===== config.mk =====
export PLATFORM = sky130hd
export DESIGN_NAME = axis_8bit_adder
export DESIGN_NICKNAME = d
export VERILOG_FILES = /design/src/rtl/axi_adder_pkg.sv /design/src/rtl/axis_operand_slot.sv /design/src/rtl/axis_8bit_adder.sv
export SDC_FILE = /design/constraint.sdc
export NUM_CORES = 1
export LEC_CHECK = 0
export ABC_AREA = 1
export BUFFER_PORTS_ARGS = -buffer_cell sky130_fd_sc_hd__buf_2
export CAP_MARGIN = 10
export CORE_ASPECT_RATIO = 0.7
export CORE_MARGIN = 3
export CORE_UTILIZATION = 40
export CTS_CLUSTER_DIAMETER = 100
export CTS_CLUSTER_SIZE = 12
export DETAILED_ROUTE_END_ITERATION = 12
export PLACE_DENSITY = 0.69
export RECOVER_POWER = 100
export SLEW_MARGIN = 30
export SYNTH_ARGS = -nofsm -noshare
export SYNTH_HDL_FRONTEND = slang
export SYNTH_SLANG_ARGS = --single-unit

===== constraint.sdc =====
create_clock -name clk -period 5.26 [get_ports clk]
set_clock_uncertainty 0.2 [all_clocks]
set_input_delay 1.052 -clock clk [delete_from_list [all_inputs] [get_ports clk]]
set_output_delay 1.052 -clock clk [all_outputs]
set_load 0.05 [all_outputs]

===== src/rtl/axi_adder_pkg.sv =====
// Shared constants for the two-operand stream adder.
// Build option: AXI_ADDER_STATS_EN adds sum_count / overflow_seen.
package axi_adder_pkg;
  localparam int DEF_DATA_W = 8;
  localparam int DEF_SUM_W  = 16;
  localparam int CARRY_BIT  = DEF_DATA_W;
  localparam int CNT_W      = 16;
endpackage


===== src/rtl/axis_operand_slot.sv =====
// One-deep operand buffer: holding register, full flag, ready.
// Ready stays open when the held operand is consumed this edge.
module axis_operand_slot
  import axi_adder_pkg::*;
#(
  parameter int DATA_W = DEF_DATA_W
) (
  input  logic              clk,
  input  logic              rst,
  input  logic [DATA_W-1:0] s_data,
  input  logic              s_valid,
  output logic              s_ready,
  input  logic              clear_on_fire,
  output logic [DATA_W-1:0] data,
  output logic              full
);

  // Accept when empty or when the held value leaves this edge
  always_comb begin
    s_ready = !rst && (!full || clear_on_fire);
  end

  // Capture wins over clear so a same-edge refill stays full
  always_ff @(posedge clk) begin
    if (rst) begin
      full <= 1'b0;
      data <= '0;
    end else if (s_valid && s_ready) begin
      full <= 1'b1;
      data <= s_data;
    end else if (clear_on_fire) begin
      full <= 1'b0;
    end
  end

endmodule


===== src/rtl/axis_8bit_adder.sv =====
// Pairs operands from two streams in order and emits their sum.
// Build option: AXI_ADDER_STATS_EN adds sum_count / overflow_seen.
module axis_8bit_adder
  import axi_adder_pkg::*;
#(
  parameter int DATA_W = DEF_DATA_W,
  parameter int SUM_W  = DEF_SUM_W
) (
  input  logic              clk,
  input  logic              rst,
  input  logic [DATA_W-1:0] s_axis_data1,
  input  logic              s_axis_valid1,
  output logic              s_axis_ready1,
  input  logic [DATA_W-1:0] s_axis_data2,
  input  logic              s_axis_valid2,
  output logic              s_axis_ready2,
  output logic [SUM_W-1:0]  m_axis_data,
  output logic              m_axis_valid,
`ifdef AXI_ADDER_STATS_EN
  output logic [CNT_W-1:0]  sum_count,
  output logic              overflow_seen,
`endif
  input  logic              m_axis_ready
);

  logic [DATA_W-1:0] a_data;
  logic [DATA_W-1:0] b_data;
  logic              a_full;
  logic              b_full;
  logic              fire;
  logic [DATA_W:0]   sum_w;

  axis_operand_slot #(.DATA_W(DATA_W)) u_slot_a (
    .clk           (clk),
    .rst           (rst),
    .s_data        (s_axis_data1),
    .s_valid       (s_axis_valid1),
    .s_ready       (s_axis_ready1),
    .clear_on_fire (fire),
    .data          (a_data),
    .full          (a_full)
  );

  axis_operand_slot #(.DATA_W(DATA_W)) u_slot_b (
    .clk           (clk),
    .rst           (rst),
    .s_data        (s_axis_data2),
    .s_valid       (s_axis_valid2),
    .s_ready       (s_axis_ready2),
    .clear_on_fire (fire),
    .data          (b_data),
    .full          (b_full)
  );

  // Fire when both operands wait and the output can take a result
  always_comb begin
    fire  = a_full && b_full && (!m_axis_valid || m_axis_ready);
    sum_w = {1'b0, a_data} + {1'b0, b_data};
  end

  // Output register: load on fire, drop valid once consumed
  always_ff @(posedge clk) begin
    if (rst) begin
      m_axis_valid <= 1'b0;
      m_axis_data  <= '0;
    end else if (fire) begin
      m_axis_valid <= 1'b1;
      m_axis_data  <= SUM_W'(sum_w);
    end else if (m_axis_valid && m_axis_ready) begin
      m_axis_valid <= 1'b0;
    end
  end

`ifdef AXI_ADDER_STATS_EN
  // Count output handshakes; flag any sum carrying out of DATA_W
  always_ff @(posedge clk) begin
    if (rst) begin
      sum_count     <= '0;
      overflow_seen <= 1'b0;
    end else begin
      if (m_axis_valid && m_axis_ready)
        sum_count <= sum_count + 1'b1;
      if (fire && sum_w[DATA_W])
        overflow_seen <= 1'b1;
    end
  end
`endif

endmodule


==> results.md <==
- Status: finished clean
- Core area: 3340 um^2
- Top FF cell, synth: dfxtp_1
- Largest family of logic cells by synthesized area: simple AND/OR/NAND/NOR gates
- Width of the chip: 78.6 um
- Number of distinct library cells after synthesis: 24
- Top-area cell type share of the netlist area: 38.0%
- Final Core Density: 49.6%
- CTS tree: yes
- PnR Total Power: 0.000500 W
- Antenna Cells: 0
- CTS Sinks: 28
- Top post-synthesis cells by count: nand3_1 (42), nand2_1 (41), dfxtp_1 (28)
- DR iter-0 viols: 58
- Initial Utilization: 44.2%
- Final setup viols: 0
- Vias in the first global route: 1144
- Hold crit path type: register to register
- P_leak: 0.841 nW
- Simple-gate share of the synthesized area: 34.9%
- Inserted Clock Buffers: 3
- Max Fclk: 248 MHz
- Reg2reg setup slack: 2.79 ns
- Yosys warning count: 0
- Cell Area, Synth: 1480 um^2
- Share of cells above drive strength 1: 13.8%
- Antenna violations before repair: 0
- Syn-to-layout area delta: 12.4%
- RSZ-0062 raised after global routing: no
- Hold buffer count at CTS: 0
- Slew HR: 26.6%
- Mean Syn Cell Area: 7.53 um^2
- Max Cap Viol: 0
- DP Wirelength: 2420 um
- Port bufs: 32
- Clk buf depth: 2
- Site Rows: 17
- Maximum number of pins on one net before global-route repair: 23
- Largest cells by area after synthesis: dfxtp_1 (38%), nand3_1 (14%), nand2_1 (10%)
- Power per cell area: 302 nW/um^2
- Resized cells post-CTS: 0
- Cell taking the most area after synthesis: dfxtp_1
- Via density: 4.65
- Clk root buf: clkbuf_8
- First-pass GRT wire length: 5330 um
- Synthesized flop and latch total: 28
- Die Y: 56.8 um
- Synth Area in Adders: 8.14%
- CP arrival: 2.78 ns
- Crit-path max FO: 15
- Dpl ws: 1.74 ns
- Final period util: 76.7%
- # DRC: 0
- Slew of the pin with the lowest slew margin: 1.10 ns
- Drt pass-1 iters: 4
- Final-report hold violation count: 0
- Post-route ant nets: 0
- NumNets Final: 256
- Setup TNS: 0 ns
- Reg clk slew, reported paths: 0.09 ns
- Post-synthesis compound-gate area fraction: 8.06%
- H-tree depth: 1
- Mapped Cells: 196
- Clock Latency Late Sink: 0.28 ns
- Mux share of post-synthesis cell area: 0%
- Seq/Total Area, Yosys: 38.0%
- Total setup buffers inserted after CTS: 0
- Max Slew Vio Count: 0
- Synth Area in XOR/XNOR: 1.19%
- Drt wl/cell: 11.5 um
- Required time worst endpoint: 4.01 ns
- Setup CP Type: input pin to primary output
- VDD IR max: 160 uV
- Startpoint types: input pin
- Post-synth EDFFs: 0
- Minimum clock period: 4.03 ns
- Post-route setup slack: 1.23 ns
- Routed WL: 3140 um
- Crit path capture type: primary output
- Ports: 40
- Async SR Flop Fraction: 0%
- Most frequent cell after synthesis: nand3_1
- GRT overflow: 0
- Die ar.: 4460 um^2
- GRT Resource Usage Total: 15.0%
- Vias: 1265
- GPL Wtd Cong: 0.911
cell usage in the layout, fill, tap and decap left out, types with 5 or more instances in the layout:
cell type,count
a21oi_1,7
clkbuf_1,10
o21ai_0,5
conb_1,7
nor2_1,19
nand3_1,44
nand2_1,43
ha_1,8
buf_2,22
inv_1,15
dfxtp_1,28
flip-flops by register name, summed over array words and instances (netlist names):
signal,count
u_slot_a.data,8
u_slot_b.data,8
m_axis_data,9
u_slot_a.full,1
m_axis_valid,1
u_slot_b.full,1
critical path: stages:
cell,delay [ns]
buf_2,0.07
inv_1,0.04
a21oi_1,0.83
inv_4,0.17
a21oi_4,0.30
buf_2,0.31
cells by family (layout without fill, tap and decap cells):
family	Yosys count	after routing
XOR/XNOR	2	2
flip-flops	28	28
AO/OA/AOI/OAI	16	16
buffers and inverters	29	52
adder cells (fa/ha/maj)	9	9
other	1	7
AND/OR/NAND/NOR	111	111
area by class of cell:
class / instances / area (um^2)
clock inverter: 1 / 30.0
multi-input combinational: 145 / 757
inverter: 16 / 62.6
fill: 361 / 1680
sequential: 28 / 561
timing repair buffer: 32 / 148
clock buffer: 3 / 41.3
tap: 47 / 58.8
routing by layer:
| metal | global-route usage [%] | wire (um) | vias up |
|---|---|---|---|
| li1 | - | - | 687 |
| met3 | 4.97 | 225 | 2 |
| met2 | 22.1 | 1280 | 33 |
| met5 | 0 | 0 | - |
| met1 | 21.6 | 1620 | 543 |
| met4 | 2.24 | 8 | 0 |
final timing paths:
check                        start                to  cells past startpoint
setup / recovery      m_axis_ready     s_axis_ready1                      6
setup reg to reg     u_slot_b.full  u_slot_a.data[1]                      7
hold / removal    u_slot_a.data[7]  u_slot_a.data[7]                      2
hold reg to reg   u_slot_a.data[7]  u_slot_a.data[7]                      2
metrics by stage:
stage          cell area, um^2  hold slack (ns)  std cells
2_1_floorplan             1500            0.249        202
3_3_place_gp              1640            0.260        268
3_5_place_dp              1640            0.264        268
4_1_cts                   1710            0.279        272
5_1_grt                   1660            0.303        272
6_report                  1660            0.277        272
power by group:
| part | leakage [nW] | switching (W) | internal (W) |
|---|---|---|---|
| Clock | 0.0357 | 0.0000684 | 0.000102 |
| Sequential | 0.229 | 0.00000978 | 0.000225 |
| Combinational | 0.575 | 0.0000659 | 0.0000293 |
| Total | 0.841 | 0.000144 | 0.000356 |
Power figures use the tool's default switching activity.
